**src/rtl/clk_div_pkg.sv**
```systemverilog
// Shared constants and helpers for the multi-channel clock divider.
package clk_div_pkg;

    localparam logic MODE_TOGGLE = 1'b0;
    localparam logic MODE_PULSE  = 1'b1;

    // Channel-select width; at least one bit so a single-channel build still has a port.
    function automatic int unsigned chw(input int unsigned n);
        return (n > 1) ? 32'($clog2(n)) : 32'd1;
    endfunction

endpackage

```
**src/rtl/clk_div_chan.sv**
```systemverilog
// One divider channel: counter, terminal-count detect, shadow config and registered outputs.
module clk_div_chan
    import clk_div_pkg::*;
#(
    parameter int unsigned CW       = 28,
    parameter int unsigned DEF_DIV  = 500000,
    parameter int unsigned DEF_MODE = 0
) (
    input  logic          clk,
    input  logic          rst,
    input  logic          en,
    input  logic          cfg_wr,
    input  logic [CW-1:0] cfg_div,
    input  logic          cfg_mode,
    output logic          pend,
    output logic          tick,
    output logic          clk_out
);

    logic [CW-1:0] cnt;
    logic [CW-1:0] div_act;
    logic          mode_act;
    logic [CW-1:0] sh_div;
    logic          sh_mode;
    logic          tc;

    // Terminal count compared at full counter width.
    assign tc = (cnt == div_act - CW'(1));

    // Counter, apply-at-TC of shadow settings, tick and clk_out generation.
    // A shadow written in the TC cycle is not yet pending, so it waits for the following TC.
    // On apply, clk_out restarts low; the TC tick still fires when the outgoing mode is
    // TOGGLE, and is suppressed when it is PULSE so clk_out and tick never disagree there.
    always_ff @(posedge clk or posedge rst) begin
        if (rst) begin
            cnt      <= '0;
            div_act  <= CW'(DEF_DIV);
            mode_act <= 1'(DEF_MODE);
            sh_div   <= CW'(DEF_DIV);
            sh_mode  <= 1'(DEF_MODE);
            pend     <= 1'b0;
            tick     <= 1'b0;
            clk_out  <= 1'b0;
        end else begin
            if (!en) begin
                cnt     <= '0;
                tick    <= 1'b0;
                clk_out <= 1'b0;
                if (pend) begin
                    div_act  <= sh_div;
                    mode_act <= sh_mode;
                    pend     <= 1'b0;
                end
            end else if (tc) begin
                cnt <= '0;
                if (pend) begin
                    div_act  <= sh_div;
                    mode_act <= sh_mode;
                    pend     <= 1'b0;
                    clk_out  <= 1'b0;
                    tick     <= (mode_act == MODE_TOGGLE);
                end else begin
                    tick    <= 1'b1;
                    clk_out <= (mode_act == MODE_TOGGLE) ? ~clk_out : 1'b1;
                end
            end else begin
                cnt     <= cnt + CW'(1);
                tick    <= 1'b0;
                clk_out <= (mode_act == MODE_TOGGLE) ? clk_out : 1'b0;
            end

            if (cfg_wr) begin
                sh_div  <= cfg_div;
                sh_mode <= cfg_mode;
                pend    <= 1'b1;
            end
        end
    end

endmodule

```
**src/rtl/clk_div_multi.sv**
```systemverilog
// Multi-channel clock divider / tick generator with a valid/ready config port.
module clk_div_multi
    import clk_div_pkg::*;
#(
    parameter int unsigned NCH      = 4,
    parameter int unsigned CW       = 28,
    parameter int unsigned DEF_DIV  = 500000,
    parameter int unsigned DEF_MODE = 0,
    localparam int unsigned CHW     = chw(NCH)
) (
    input  logic           clk,
    input  logic           rst,
    input  logic [NCH-1:0] en,
    input  logic           cfg_valid,
    output logic           cfg_ready,
    input  logic [CHW-1:0] cfg_ch,
    input  logic [CW-1:0]  cfg_div,
    input  logic           cfg_mode,
    output logic           cfg_err,
    output logic [NCH-1:0] clk_out,
    output logic [NCH-1:0] tick
);

    localparam int unsigned NSEL = 32'(1) << CHW;

    logic [NCH-1:0]  pend;
    logic [NCH-1:0]  cfg_wr;
    logic [NSEL-1:0] pend_pad;
    logic            ch_ok;
    logic            div_ok;
    logic            accept;

    // Request decode and ready mux; out-of-range channels are always ready so they can be dropped.
    always_comb begin
        pend_pad  = NSEL'(pend);
        ch_ok     = (32'(cfg_ch) < NCH);
        div_ok    = (cfg_div != '0);
        cfg_ready = ch_ok ? ~pend_pad[cfg_ch] : 1'b1;
        accept    = cfg_valid & cfg_ready;
    end

    // Flag an accepted request that was dropped as invalid.
    always_ff @(posedge clk or posedge rst) begin
        if (rst) begin
            cfg_err <= 1'b0;
        end else begin
            cfg_err <= accept & ~(ch_ok & div_ok);
        end
    end

    for (genvar i = 0; i < NCH; i++) begin : g_ch
        assign cfg_wr[i] = accept & ch_ok & div_ok & (cfg_ch == CHW'(i));

        clk_div_chan #(
            .CW       (CW),
            .DEF_DIV  (DEF_DIV),
            .DEF_MODE (DEF_MODE)
        ) u_chan (
            .clk      (clk),
            .rst      (rst),
            .en       (en[i]),
            .cfg_wr   (cfg_wr[i]),
            .cfg_div  (cfg_div),
            .cfg_mode (cfg_mode),
            .pend     (pend[i]),
            .tick     (tick[i]),
            .clk_out  (clk_out[i])
        );
    end

endmodule

```
**config.mk**
```make
export PLATFORM = sky130hd
export DESIGN_NAME = clk_div_multi
export DESIGN_NICKNAME = d
export VERILOG_FILES = /design/src/rtl/clk_div_pkg.sv /design/src/rtl/clk_div_chan.sv /design/src/rtl/clk_div_multi.sv
export SDC_FILE = /design/constraint.sdc
export NUM_CORES = 1
export LEC_CHECK = 0
export CAP_MARGIN = 20
export CORE_MARGIN = 4
export CORE_UTILIZATION = 55
export CTS_CLUSTER_DIAMETER = 200
export CTS_CLUSTER_SIZE = 28
export DETAILED_ROUTE_END_ITERATION = 12
export PLACE_DENSITY_LB_ADDON = 0.3
export RECOVER_POWER = 50
export SKIP_CTS_REPAIR_TIMING = 1
export SYNTH_ARGS = -nofsm -noshare
export SYNTH_HDL_FRONTEND = slang
export SYNTH_SLANG_ARGS = --single-unit
```
**constraint.sdc**
```tcl
create_clock -name clk -period 17.4 [get_ports clk]
set_clock_uncertainty 0.1 [all_clocks]
set_input_delay 1.74 -clock clk [delete_from_list [all_inputs] [get_ports clk]]
set_output_delay 1.74 -clock clk [all_outputs]
set_load 0.005 [all_outputs]
```
; Word level (Yosys, flattened, before mapping)
; Cells that the tools add are included.
[totals]
regBits = 357
in_bits = 38
out_inout_bits = 10
wordCells = 158
[classes]
n_addsub = 8
n_lt_le_gt_ge = 1
n_eq_ne = 19
muxes = 78
bitwise = 17
reduce_logical = 2
[op_table]
columns = cell, count
row1 = two-way mux 28 bit, 20
row2 = "adder 28 x 1 -> 28 bit, second input constant", 4
row3 = equality test 28 bit, 4
row4 = "subtractor 28 x 1 -> 28 bit, second input constant", 4
row5 = two-way mux 1 bit, 57
row6 = nonzero test 28 bit, 1
row7 = "inequality test 3 x 1 -> 1 bit, second input constant", 8
row8 = NOT 1 bit, 10
row9 = "inequality test 2 x 1 -> 1 bit, second input constant", 4
row10 = AND 1 bit, 7
row11 = "equality test 2 bit, second input constant", 2
row12 = "< comparator 2 x 3 -> 1 bit, second input constant", 1
row13 = binary-select mux 1 bit (select 2 bit), 1
row14 = "equality test 2 x 1 -> 1 bit, second input constant", 1
row15 = logical NOT 2 bit, 1

; Depth between registers and ports, before layout
; Gate-level depths: netlist of run 1.
[depth]
depth_word = 7
depth_mapped = 14
mapped_depth_nobuf = 10

; Cells and area by module
; Synthesis of run 1 repeated with hierarchy kept, for this count alone.
[unflattened]
hier_cells = 2415
area_unflattened_um2 = 22591.7
[modules_own_cells]
columns = mod, instances, cells_each, area_per_inst_um2, seq_area_each_um2
row1 = clk_div_chan (g_ch[0].u_chan ...), 3, 628, 5785.5, 2244.7
row2 = clk_div_chan (g_ch[3].u_chan), 1, 508, 5041.1, 2244.7
row3 = clk_div_multi, 1, 23, 193.9, 25.0

; Least setup slack after synthesis of run 1
; OpenSTA, ideal clock, no wires.
[synth_path]
path_type = in2out
startpoint = in cfg_ch[0]
endpoint = out cfg_ready
arrival_time_ps = 2300
required_ps = 15560
path_slack_ps = 13260
cell_stages = 2
n_path_buf = 0
cell_sequence = mux4_2 inv_1
[synth_via]
elab_chain_cells = 3
[synth_rtl]
columns = item, line_no
row1 = "start, declared", clk_div_multi.sv:16  ; input logic [CHW-1:0] cfg_ch,
row2 = binary-select mux 1 bit (select 2 bit), clk_div_multi.sv:38  ; cfg_ready = ch_ok ? ~pend_pad[cfg_ch] : 1'b1;
row3 = two-way mux 1 bit (not written as such), clk_div_multi.sv:38
row4 = NOT 1 bit, clk_div_multi.sv:38
row5 = "end, declared", clk_div_multi.sv:15  ; output logic cfg_ready,
; Every way passes these cells. The select of a mux whose other input is x is not followed.

==> results.yml, run 1 <==
cts:
  cts_tree: "yes"
  cts_buffers: 16
  cts_max_level: 1
  clk-insertion-delay-late_ns: 0.53
  cts_max_path_buffers: 3
  cts_root_buffer: "clkbuf_16"
  clk_pin_slew_worst_paths_ns: 0.11
  cts_sinks: 357
grt:
  grt_usage_pct: 23.6
  grt_pass1_wl_mm: 74.2
  grt_pass1_vias: 13700
  grt_max_degree: 118
  grt-ovfl-total: 0
  antenna_found_initial: 1
setup_path:
  startpoint_type: "input port"
  critPathSlowestCell: "clkinvlp_2"
  crit_top_cell: "clkbuf_1"
  path_delay_family: "buffers and inverters"
  worstSetupPathType: "in2async"
  r2r_end: "g_ch[0].u_chan.div_act[27]$_DFFE_PP0P_"
  path_buf_inv: 4
  rr_worst_depth: 11
  max_stage_delay_ns: 2.90
  cp-end-kind: "async pin"
  crit_path_start: "rst"
  r2r-start: "g_ch[0].u_chan.div_act[0]$_DFFE_PP0P_"
  cp_max_fo: 117
  worstPathCellList: "dlygate4sd3_1, clkinvlp_2, clkbuf_1, clkbuf_1"
  cp.required_ns: 17.07
  reg2reg_slack_ns: 12.60
  worstPathArrival_ns: 8.81
route:
  routed-via-count: 13900
  via_per_inst: 6.10
  drtIter0Drc: 1095
  wl_mm: 45.3
  detail_route.first_pass.iterations: 5
  routedWlPerCell_um: 20.0
  ant_nets: 0
  drc: 0
flow_run:
  maxCapViolCount: 4
timing:
  period_share_pct: 52.6
  rsz0062_at_grt: "false"
  fin_ws_ns: 8.26
  finalMaxSlewViolations: 347
  max_freq_ghz: 0.109
  setup_viol: 0
  relSlewSlack_pct: -248
  final_hold_viol_count: 0
  worst_pin_slew_ns: 5.19
  fin_setup_tns_ns: 0
  fin_crit_ns: 9.14
logic_synthesis:
  synth.distinct_cells: 83
  seq_area_frac_synth_pct: 46.9
  synth_ff_type: "dfrtp_1"
  async_flop_share_pct: 100
  syn_inst: 1812
  synth_seq_cells: 357
  postSynthAreaPerCell_um2: 10.6
  ys_warn_count: 0
  syn-cell-area_um2: 19200
  synth-edff-count: 0
  syn_nets: 1858
placement:
  routabilityCongestion: 0.911
  hpwl_mm: 32.4
  io_buffers: 47
  placed_cell_area_um2: 20000
  dp_slack_ns: 12.16
power:
  vdd_drop_max_mv: 0.0763
  p_leak_nw: 8.18
  power_density_nw_per_um2: 127
  power.total_mw: 2.59
die:
  dieArea_um2: 38000
  start_util_pct: 55.7
  coreArea_um2: 34500
  rows: 68
  pin_count: 48
  fp.dieW_um: 195
  die_height_um: 195
final_layout:
  area_growth_pct: 6.60
  fin_area_um2: 20500
  layout_common_cells: "dfrtp_1 (301), xnor2_1 (140), nor2_1 (134)"
  regArea_um2: 9000
  nNetsFinal: 1853
  multi_input_area_um2: 9670
  final_common_cell: "dfrtp_1"
  fill_cells: 2868
  drive_above_1_share_pct: 14.9
run_status:
  violations: "max-capacitance violations, max-slew violations"
  status: "finished with violations"
worst_hold_path:
  whs_endpoint: "g_ch[0].u_chan.div_act[26]$_DFFE_PP0P_"
  hp-start: "g_ch[0].u_chan.sh_div[26]$_DFFE_PP0P_"
  holdPathStages: 1
  min_path_type: "reg2reg"
[layout make-up]
class,count,share of cell area [%]
clock buffers,25,2.23
diodes,1,0.0122
flip-flops and latches,357,44.0
inverters,35,0.648
repair buffers,68,3.06
clock inverters,1,0.0428
multi-input cells,1329,47.2
well taps,455,2.78
[how the worst max path moves through the flow]
| stage | slack [ns] | cells after the start | endpoint |
|---|---|---|---|
| after CTS | 12.15 | 4 | cfg_ready |
| after global routing | 6.74 | 4 | g_ch[0].u_chan.sh_div[2]$_DFFE_PP0P_ |
| after detailed placement | 12.16 | 4 | cfg_ready |
| after global placement | 12.14 | 4 | cfg_ready |
| after floorplan | 5.75 | 1 | cfg_err$_DFF_PP0_ |
| final | 8.26 | 4 | g_ch[0].u_chan.sh_div[2]$_DFFE_PP0P_ |
[cell usage after synthesis (5+ instances only)]
cell,count,area (µm²)
nor3_1,101,505
o41ai_1,6,52.6
or2_2,7,43.8
clkbuf_1,63,236
nand4b_1,9,78.8
or3_1,22,138
o22ai_1,33,206
ha_1,8,100
nor2_1,134,503
o31ai_1,6,45.0
mux2_4,20,300
mux2_2,129,1450
and2_1,11,68.8
a211oi_1,15,113
nand2_1,126,473
a21oi_1,19,95.1
xnor2_1,140,1230
a2111oi_0,5,43.8
inv_1,34,128
nand4_1,39,244
and3_1,38,238
mux2_1,56,631
nor2b_1,10,62.6
buf_2,14,70.1
dfstp_2,56,1470
or4_1,20,150
or4b_1,6,60.1
mux2i_1,9,90.1
buf_4,10,75.1
o211ai_1,11,82.6
nand2b_1,13,81.3
nor3b_1,6,45.0
and4_1,10,87.6
nor4b_1,8,70.1
nand3b_1,8,60.1
xor2_1,95,832
nor4_1,35,219
dfrtp_1,301,7530
o31a_1,6,52.6
nand3_1,63,315
o21ai_0,28,140
a31oi_1,12,75.1
[worst register-to-register path: stages, from the launching register on]
cell,delay (ns)
dfrtp_1,0.52
inv_1,0.11
ha_1,0.42
nor4b_1,0.85
nand4_1,0.45
xnor2_1,0.25
and3_1,0.19
o41ai_1,0.60
nor4_4,0.16
a31oi_4,0.21
buf_4,0.44
mux2_1,0.39
[sequential cells by signal, summed over array words and instances (netlist names)]
name / flops
cfg_err: 1
g_ch.u_chan.mode_act: 4
g_ch.u_chan.cnt: 112
g_ch.u_chan.div_act: 112
g_ch.u_chan.pend: 4
g_ch.u_chan.clk_out: 4
g_ch.u_chan.tick: 4
g_ch.u_chan.sh_div: 112
g_ch.u_chan.sh_mode: 4
[where the power goes]
group          leakage (nW)  switching, mW  internal (mW)
combinational          3.51          0.411          0.404
clock                 0.223          0.259          0.185
sequential             4.44          0.277           1.06
total                  8.18          0.947           1.64
[routing by layer]
layer  track usage [%]  wire length (µm)
met3              2.98              2080
met2              37.8             21300
met4              3.47               541
met1              35.5             21400
met5                 0                 0
[cell families (layout without fill, tap and decap cells)]
family	after synthesis	in the layout	share of synthesized area, %
buffers and inverters	126	129	2.91
XOR/XNOR	235	235	10.7
AND/OR/NAND/NOR	687	687	19.2
AO/OA/AOI/OAI	184	184	6.71
multiplexers	215	215	13.0
other	0	1	0
adder cells (fa/ha/maj)	8	8	0.521
flip-flops	357	357	46.9
[through the flow]
stage          hold WS, ns  cells  util (%)
3_3_place_gp         0.359   2241      58.0
2_1_floorplan        0.331   1812         -
6_report             0.388   2271      59.4
5_1_grt              0.410   2270      59.4
4_1_cts              0.385   2268      59.4
3_5_place_dp         0.365   2242      58.1
Note: power is estimated with default switching activity, not from simulation.
==> inputs of run 2 (changes only) <==
Clock period 17.4 ns to 7.51 ns, I/O delays scaled along.
==> run 2 against run 1 <==
  * The flow still finishes with violations (max-capacitance violations, max-slew violations)
  * Sequential cell count stayed put
  * Hold slack worse by 0.0091 ns
  * Sequential share of layout area is 0.097 points lower
  * Final cell count stayed put
  * Register-to-register slack worse by 10 ns
  * First-iteration DRC count is 16% lower
  * Non-clock buffer count is 1 lower
  * Via count is 0.18% higher
  * Final area is 0.22% higher
  * Combinational power is 130% higher
  * Critical path depth stayed put
==> results.yml, run 2 (synthesis gave the netlist of run 1 again) <==
die:
  fp.dieW_um: 195
  die_height_um: 195
  rows: 68
  coreArea_um2: 34500
  pin_count: 48
  start_util_pct: 55.7
  dieArea_um2: 38000
setup_path:
  reg2reg_slack_ns: 2.64
  worstSetupPathType: "in2async"
  startpoint_type: "input port"
  path_buf_inv: 4
  cp-end-kind: "async pin"
  cp.required_ns: 7.92
  path_delay_family: "buffers and inverters"
  crit_path_start: "rst"
  max_stage_delay_ns: 2.38
  crit_top_cell: "clkbuf_2"
  r2r-start: "g_ch[1].u_chan.div_act[0]$_DFFE_PP0P_"
  critPathSlowestCell: "clkbuf_2"
  cp_max_fo: 127
  worstPathCellList: "dlygate4sd3_1, clkinvlp_2, clkbuf_2, clkbuf_2"
  worstPathArrival_ns: 5.61
grt:
  use_met1_pct: 32.8
  grt.busiest_layer: "met2"
  grt-ovfl-total: 0
  grt_max_degree: 128
  antenna_found_initial: 1
  grt_pass1_vias: 13900
  gr-usage-met2_pct: 39.6
  grt_usage_pct: 23.4
  grt_pass1_wl_mm: 74.2
  gr-usage-met3_pct: 3.62
cts:
  cts_max_level: 1
  cts_tree: "yes"
  clk-insertion-delay-late_ns: 0.52
  cts_root_buffer: "clkbuf_16"
  cts_sinks: 357
  clk_pin_slew_worst_paths_ns: 0.11
  cts_buffers: 16
  cts_max_path_buffers: 3
timing:
  hold_ws_ns: 0.379
  max_freq_ghz: 0.192
  worst_pin_slew_ns: 3.18
  period_share_pct: 69.3
  finalMaxSlewViolations: 127
  fin_crit_ns: 5.20
  fin_setup_tns_ns: 0
  setup_viol: 0
  rsz0062_at_grt: "false"
  relSlewSlack_pct: -112
  final_hold_viol_count: 0
power:
  power.total_mw: 5.98
  power_density_nw_per_um2: 292
  p_leak_nw: 8.21
  vdd_drop_max_mv: 0.262
final_layout:
  final_common_cell: "dfrtp_1"
  fill_cells: 2926
  layout_common_cells: "dfrtp_1 (301), xnor2_1 (140), nor2_1 (134)"
  top_regs: "g_ch.u_chan.cnt x112, g_ch.u_chan.div_act x112, g_ch.u_chan.sh_div x112"
  fin_area_um2: 20500
  nNetsFinal: 1852
  area_growth_pct: 6.83
  final_cells: 2271
  diodes: 0
  drive_above_1_share_pct: 15.2
worst_hold_path:
  min_path_type: "reg2reg"
  hp-start: "g_ch[3].u_chan.sh_div[13]$_DFFE_PP1P_"
placement:
  hpwl_mm: 32.7
  io_buffers: 47
  routabilityCongestion: 0.954
  placed_cell_area_um2: 20000
  dp.cells: 2242
run_status:
  violations: "max-capacitance violations, max-slew violations"
  status: "finished with violations"
route:
  ant_nets: 0
  drc: 0
  routed-via-count: 13900
  drtIter0Drc: 921
  routedWlPerCell_um: 19.9
  wl_mm: 45.3
  via_per_inst: 6.11
  detail_route.first_pass.iterations: 6
flow_run:
  maxCapViolCount: 1
## run 2: cell count changes in the layout (fill, tap and decap cells not counted), sizes merged
cell    delta
clkbuf     -2
diode      -1
buf        +3
## run 2: path summary, 6_finish.rpt
check | end | cells after the start
min in group asynchronous | g_ch[1].u_chan.cnt[21]$_DFF_PP0_ | 2
setup / recovery | g_ch[3].u_chan.cnt[9]$_DFF_PP0_ | 4
max in group clk | g_ch[1].u_chan.div_act[24]$_DFFE_PP0P_ | 11
setup reg to reg | g_ch[1].u_chan.div_act[24]$_DFFE_PP0P_ | 11
hold reg to reg | g_ch[3].u_chan.div_act[13]$_DFFE_PP1P_ | 2
hold / removal | g_ch[3].u_chan.div_act[13]$_DFFE_PP1P_ | 2
## run 2: area by class of cell
type | instances | area [µm²] | area share, %
clock buffers | 27 | 463 | 2.26
clock inverters | 1 | 8.76 | 0.0427
inverters | 35 | 133 | 0.647
multi-input cells | 1329 | 9670 | 47.2
flip-flops and latches | 357 | 9000 | 43.9
well taps | 455 | 569 | 2.78
repair buffers | 67 | 661 | 3.22
## run 2: stage by stage
stage          util (%)  worst slack (ns)
2_1_floorplan         -              1.92
3_3_place_gp       58.1              2.82
3_5_place_dp       58.1              2.67
4_1_cts            59.5              2.62
5_1_grt            59.5              1.42
6_report           59.5              2.31
## run 2: worst min-delay path: stages (launching register included)
cell and delay, ns:
dfstp_2 0.38, nand2_1 0.05, o22ai_1 0.06
## run 2: where the power goes
part,internal (mW),total (mW),switching [mW]
Sequential,2.44,3.04,0.598
Combinational,0.942,1.91,0.967
Clock,0.432,1.03,0.597
## run 2: routing by layer
layer  wire length [µm]  vias to the layer above
li1                   -                     6489
met1              20400                     7013
met2              21900                      321
met3               2260                       53
met4                699                        0
met5                  0                        -
==> variant 1, RTL diff (settings of run 2) <==
`NCH`: 4 -> 6.
--- a/src/rtl/clk_div_multi.sv
+++ b/src/rtl/clk_div_multi.sv
@@ -2,7 +2,7 @@
 module clk_div_multi
     import clk_div_pkg::*;
 #(
-    parameter int unsigned NCH      = 4,
+    parameter int unsigned NCH      = 6,
     parameter int unsigned CW       = 28,
     parameter int unsigned DEF_DIV  = 500000,
     parameter int unsigned DEF_MODE = 0,
Ports: changed (resized cfg_ch, clk_out, en and tick); port bits go from 48 to 55. The function was not compared with the original's and may differ.
==> variant 1 against run 2 <==
  * The run still ends with capacitance limit, slew limit left
  * Clock power rose by 48%
  * Routed wire length rose by 54%
  * Worst setup slack improved by 0.67 ns
  * Cell area rose by 51%
  * Area after synthesis rose by 52%
  * Synthesized cell count rose by 55%
  * Sequential share of layout area fell by 0.38 points
  * Total power rose by 38%
  * Register-to-register slack improved by 0.34 ns
  * First-iteration DRC count rose by 65%
  * Sequential cell count rose by 178
  * Critical path type is now register to register
  * Critical endpoint is now g_ch[1].u_chan.div_act[1]
  * Largest cell class unchanged
  * Highest routed layer is now met5
==> variant 1: results (changes against run 2) <==
- Failing checks: capacitance limit, slew limit
- Post-Syn Area per Cell: 10.4 um^2 (-2.2%)
- CP Max Fanout: 30 (-76%)
- First-pass GRT wire length: 113 mm (+52%)
- # fillers: 4417 (+51%)
- Total track usage: 0.243 (+0.00853)
- Peak supply drop: 0.202 mV (-23%)
- Cts bufs inserted: 23 (+7)
- Number of library cell types mapped by synthesis: 91 (+9.6%)
- Wirelength per Cell: 19.9 um (about the same)
- Multi-input logic area: 0.0147 mm^2 (+52%)
- Syn Nets: 2868 (+54%)
- Root Buffer: clkbuf_16
- H-tree levels: 1 (unchanged)
- Worst-skew pair later-pin latency: 0.60 ns (+0.08 ns)
- Commonest cells in the netlist: dfrtp_1, mux2_2, nor2_1
- Initial DRC count: 1520 (+65%)
- Slew Viols, Final: 55 (-57%)
- # port buffers: 54 (+15%)
- Int Power: 5390 uW (+41%)
- Top Registers: g_ch.u_chan.cnt: 168 flops, g_ch.u_chan.div_act: 168 flops, g_ch.u_chan.sh_div: 168 flops
- Pleak: 0.0125 uW (+53%)
- Final HPWL DP: 47.8 mm (+46%)
- Placed Area: 0.0303 mm^2 (+51%)
- Status: complete, but fails checks
- CP max stage delay: 0.84 ns (-1.54 ns)
- Maxcap violations: 1 (unchanged)
- Relative slew slack: -1.14 (-0.0251)
- Top_reg_cell synth: dfrtp_1
- Ys async rst share: 1.00 (unchanged)
- Detailed Routing Iterations Pass 1: 6 (unchanged)
- Vias in the first global route: 21132 (+52%)
- Layout net count: 2833 (+53%)
- Family with the most delay on the worst path: simple AND/OR/NAND/NOR gates
- Synth top area cells: dfrtp_1, mux2_2, dfstp_2, xnor2_1, xor2_1
- Synth Warn #: 0 (unchanged)
- Clock Path Buffers: 3 (unchanged)
- Sequential area share after synthesis: 0.463 (-0.00641)
- Initial antenna violation count: 8 (+7)
- Via density per instance: 6.10 (-0.22%)
- Pin count of the biggest net entering global routing: 175 (+37%)
- Placed Cells: 3440 (+53%)
- Fraction of layout cells with a size suffix above 1: 0.176 (+0.0243)
- CTS clk-pin slew, worst paths: 0.11 ns (about the same)
- DRT Wirelength: 69.5 mm (+54%)
- Gp weighted congestion: 0.888 (-6.8%)
- Min-delay worst type: register to register
- Slowest stage cell, crit path: nor4_1
## variant 1: changes by cell type after synthesis, moves of 30 or more
cell,delta
o21ai_0,+33
dfrtp_1,+150
xnor2_1,+59
xor2_1,+58
inv_1,+38
mux2_2,+148
and2_1,+51
o2bb2ai_1,+30
nand3b_1,+33
nand2_1,+44
nor2_1,+110
mux2_1,-48
clkbuf_1,+61
nand3_1,+64
## variant 1: power groups by stage
stage,Sequential [uW],Combinational (uW),Clock (uW)
2_1_floorplan,4020,2060,0
3_3_place_gp,4320,2300,0
3_5_place_dp,4360,2380,0
4_1_cts,4310,2400,1570
5_1_grt,4420,2650,1660
6_report,4320,2400,1520
## variant 1: routing by layer
layer  part of all wire  GRT usage  up-vias  routed length (um)
li1                   -          -     9927                   -
met1               0.45      0.349    10635               31500
met2               0.46      0.385      551               31800
met3              0.050     0.0290      136                3450
met4              0.038     0.0851        4                2650
met5            0.00037          0        -                  26
## variant 1: layout make-up
| cell class | count | area share |
|---|---|---|
| multi-input cells | 2039 | 0.474 |
| flip-flops and latches | 535 | 0.435 |
| repair buffers | 109 | 0.0326 |
| well taps | 688 | 0.0278 |
| clock buffers | 40 | 0.0206 |
| inverters | 72 | 0.00884 |
| clock inverters | 2 | 0.00125 |
| diodes | 1 | 0.0000807 |
## variant 1: worst paths after layout
kind / from / endpoint / slack, ns / depth (start not counted)
worst min-delay path: g_ch[1].u_chan.sh_mode / g_ch[1].u_chan.mode_act / 0.39 / 1
max in group asynchronous: rst / g_ch[2].u_chan.cnt[11] / 3.43 / 4
min in group asynchronous: rst / g_ch[0].u_chan.cnt[3] / 1.78 / 3
worst max-delay path: g_ch[1].u_chan.div_act[20] / g_ch[1].u_chan.div_act[1] / 2.98 / 9
worst max register to register: g_ch[1].u_chan.div_act[20] / g_ch[1].u_chan.div_act[1] / 2.98 / 9
worst min register to register: g_ch[1].u_chan.sh_mode / g_ch[1].u_chan.mode_act / 0.39 / 1
## variant 1: kinds of logic after synthesis
| logic type | after synthesis | synth area share |
|---|---|---|
| muxes | 308 | 0.120 |
| adders and majority gates | 13 | 0.00549 |
| xor gates and xnor gates | 353 | 0.106 |
| DFF | 535 | 0.463 |
| AOI/OAI and AO/OA | 304 | 0.0778 |
| and+or+nand+nor | 1061 | 0.192 |
| buffers and inverters | 241 | 0.0355 |
## variant 1: stage by stage
stage | worst slack [ns] | power [uW]
2_1_floorplan | -0.546 | 6090
3_3_place_gp | 3.12 | 6620
3_5_place_dp | 3.02 | 6750
4_1_cts | 2.99 | 8270
5_1_grt | 2.62 | 8740
6_report | 2.98 | 8230
==> variant 2, RTL diff (flow settings as in run 2) <==
Without the edit above. Register the output `cfg_err` once more; this adds one clock of latency there. The other outputs are not delayed to match.
--- a/src/rtl/clk_div_multi.sv
+++ b/src/rtl/clk_div_multi.sv
@@ -23,6 +23,8 @@
 
     localparam int unsigned NSEL = 32'(1) << CHW;
 
+    logic cfg_err_s0;
+
     logic [NCH-1:0]  pend;
     logic [NCH-1:0]  cfg_wr;
     logic [NSEL-1:0] pend_pad;
@@ -42,9 +44,9 @@
     // Flag an accepted request that was dropped as invalid.
     always_ff @(posedge clk or posedge rst) begin
         if (rst) begin
-            cfg_err <= 1'b0;
+            cfg_err_s0 <= 1'b0;
         end else begin
-            cfg_err <= accept & ~(ch_ok & div_ok);
+            cfg_err_s0 <= accept & ~(ch_ok & div_ok);
         end
     end
 
@@ -68,5 +70,9 @@
         );
     end
 
+    always_ff @(posedge clk) begin
+        cfg_err <= cfg_err_s0;
+    end
+
 endmodule
 
Formal check against the unedited RTL: not equivalent (Yosys sat finds a counterexample within 4 cycles, from zero or initial values and one cycle with rst high).
==> variant 2 against run 2 <==
  * The flow still finishes with violations (capacitance limit, slew limit)
  * Cell area is 0.89% lower
  * Die area is 0.96% lower
  * Non-clock buffer count is 5 lower
  * Total power is 0.85% higher
  * Count of clock-buffer cells in the layout stayed put
  * Maximum frequency is 15% higher
  * Routed wire length is 4.4% lower
  * Sequential cell count is 1 higher
  * Worst setup slack better by 0.67 ns
  * Area after synthesis is 1.0% lower
  * Global-route usage is 1.1 points lower
  * Cell count is 2.7% lower
  * Critical path type unchanged
  * Largest cell class unchanged
==> variant 2: results (changes against run 2) <==
- Placed Area: 0.0199 mm^2 (-0.90%)
- Post-Syn Area per Cell: 10.8 um^2 (+2.3%)
- Pin count of the biggest net entering global routing: 201 (+57%)
- Met3 routed wirelength: 2.01 mm (-11%)
- Relative slew slack: -1.51 (-0.387)
- CP max stage delay: 2.54 ns (+0.16 ns)
- CP Max Fanout: 157 (+24%)
- WHS: 0.330 ns (-0.0484 ns)
- Hold path endpoint: cfg_err
- Routed length on met1: 19.8 mm (-3.0%)
- Root Buffer: clkbuf_16
- Mux contribution to synthesized area: 0.146 (+0.0155)
- Synthesized-area fraction occupied by xor and xnor cells: 0.112 (+0.00431)
- Place WS: 3.27 ns (+0.608 ns)
- Final HPWL DP: 31.3 mm (-4.4%)
- Detailed Routing Iterations Pass 1: 5 (-1)
- Gp weighted congestion: 0.908 (-4.8%)
- Total track usage: 0.224 (-0.0107)
- Met2 WL post-DR: 20.6 mm (-6.0%)
- Failing checks: capacitance limit, slew limit
- Number of library cell types mapped by synthesis: 84 (+1.2%)
- CTS clk-pin slew, worst paths: 0.11 ns (about the same)
- Adder-Cell Fraction of Synth Area: 0.00527 (+0.0000525)
- Cts bufs inserted: 16 (unchanged)
- Peak supply drop: 0.196 mV (-25%)
- Status: complete, but fails checks
- Worst-skew pair later-pin latency: 0.52 ns (about the same)
- First-pass GRT wire length: 70.2 mm (-5.4%)
- Min-Delay Path Depth: 0 (-2)
- Maxcap violations: 1 (unchanged)
- Via density per instance: 6.05 (-0.98%)
- Hold Startpoint: cfg_err_s0
- Psw: 2130 uW (-1.3%)
- Wirelength per Cell: 19.6 um (-1.7%)
- Vias in the first global route: 13158 (-5.5%)
- Met3 usage: 0.0280 (-0.00825)
- Worst R2R Start: g_ch[0].u_chan.div_act[0]
- # fillers: 2793 (-4.5%)
- Placed Cells: 2181 (-2.7%)
- Commonest cells in the netlist: dfrtp_1, mux2_2, nor2_1
- WP data arrival: 4.22 ns (-1.39 ns)
- Fraction of layout cells with a size suffix above 1: 0.197 (+0.0450)
- Compound-gate portion of the synthesized area: 0.0572 (-0.00992)
- Slew Viols, Final: 158 (+24%)
- Synth top area cells: dfrtp_1, mux2_2, dfstp_2, xnor2_1, xor2_1
- Ys async rst share: 0.997 (-0.00279)
- Min-delay worst type: register to register
- Clock Path Buffers: 3 (unchanged)
- R2R cell count: 9 (-2)
- Met2 usage: 0.371 (-0.0250)
- Syn Nets: 1800 (-3.1%)
- R2R Setup Slk: 3.16 ns (+0.52 ns)
- R2r endpoint: g_ch[0].u_chan.div_act[25]
- Pleak: 0.00823 uW (+0.26%)
- Initial DRC count: 791 (-14%)
- Met1 Track Usage GR: 0.321 (-0.00766)
- DRT Wirelength: 43.3 mm (-4.4%)
- Sequential area share after synthesis: 0.475 (+0.00578)
==> variant 2: cell types whose count changed in the layout (fill, tap and decap cells not counted), moves of 14 or more <==
| cell | before | now |
|---|---|---|
| and3_1 | 38 | 56 |
| xnor2_1 | 140 | 126 |
| nor3_1 | 100 | 56 |
| nand2_1 | 126 | 75 |
| nor2_1 | 134 | 177 |
| o22ai_1 | 33 | 8 |
| xor2_1 | 95 | 116 |
| mux2_1 | 56 | 7 |
| mux2_2 | 129 | 218 |
==> variant 2: power groups by stage <==
stage / clock network [uW] / registers [uW] / logic (uW)
after floorplan: 0 / 2850 / 1630
after global placement: 0 / 3100 / 1830
after detailed placement: 0 / 3130 / 1890
after CTS: 1060 / 3100 / 1900
after global routing: 1120 / 3180 / 2110
final: 1020 / 3100 / 1910
==> variant 2: worst max-delay path by stage <==
stage / start / to / slack (ns)
2_1_floorplan: rst / cfg_err_s0 / 1.92
5_1_grt: rst / g_ch[0].u_chan.div_act[0] / 2.22
3_3_place_gp: g_ch[2].u_chan.div_act[9] / g_ch[2].u_chan.div_act[9] / 3.40
3_5_place_dp: g_ch[0].u_chan.div_act[2] / g_ch[0].u_chan.div_act[25] / 3.27
6_report: rst / g_ch[3].u_chan.cnt[8] / 2.98
4_1_cts: g_ch[0].u_chan.div_act[0] / g_ch[0].u_chan.div_act[25] / 3.23
==> variant 2: layout make-up <==
cell class | instances | area, um^2 | area share
clock buffer | 27 | 463 | 0.0228
clock inverter | 1 | 8.76 | 0.000431
inverter | 35 | 133 | 0.00653
multi-input combinational | 1279 | 9530 | 0.469
sequential | 358 | 9020 | 0.444
tap | 448 | 561 | 0.0276
timing repair buffer | 62 | 608 | 0.0299
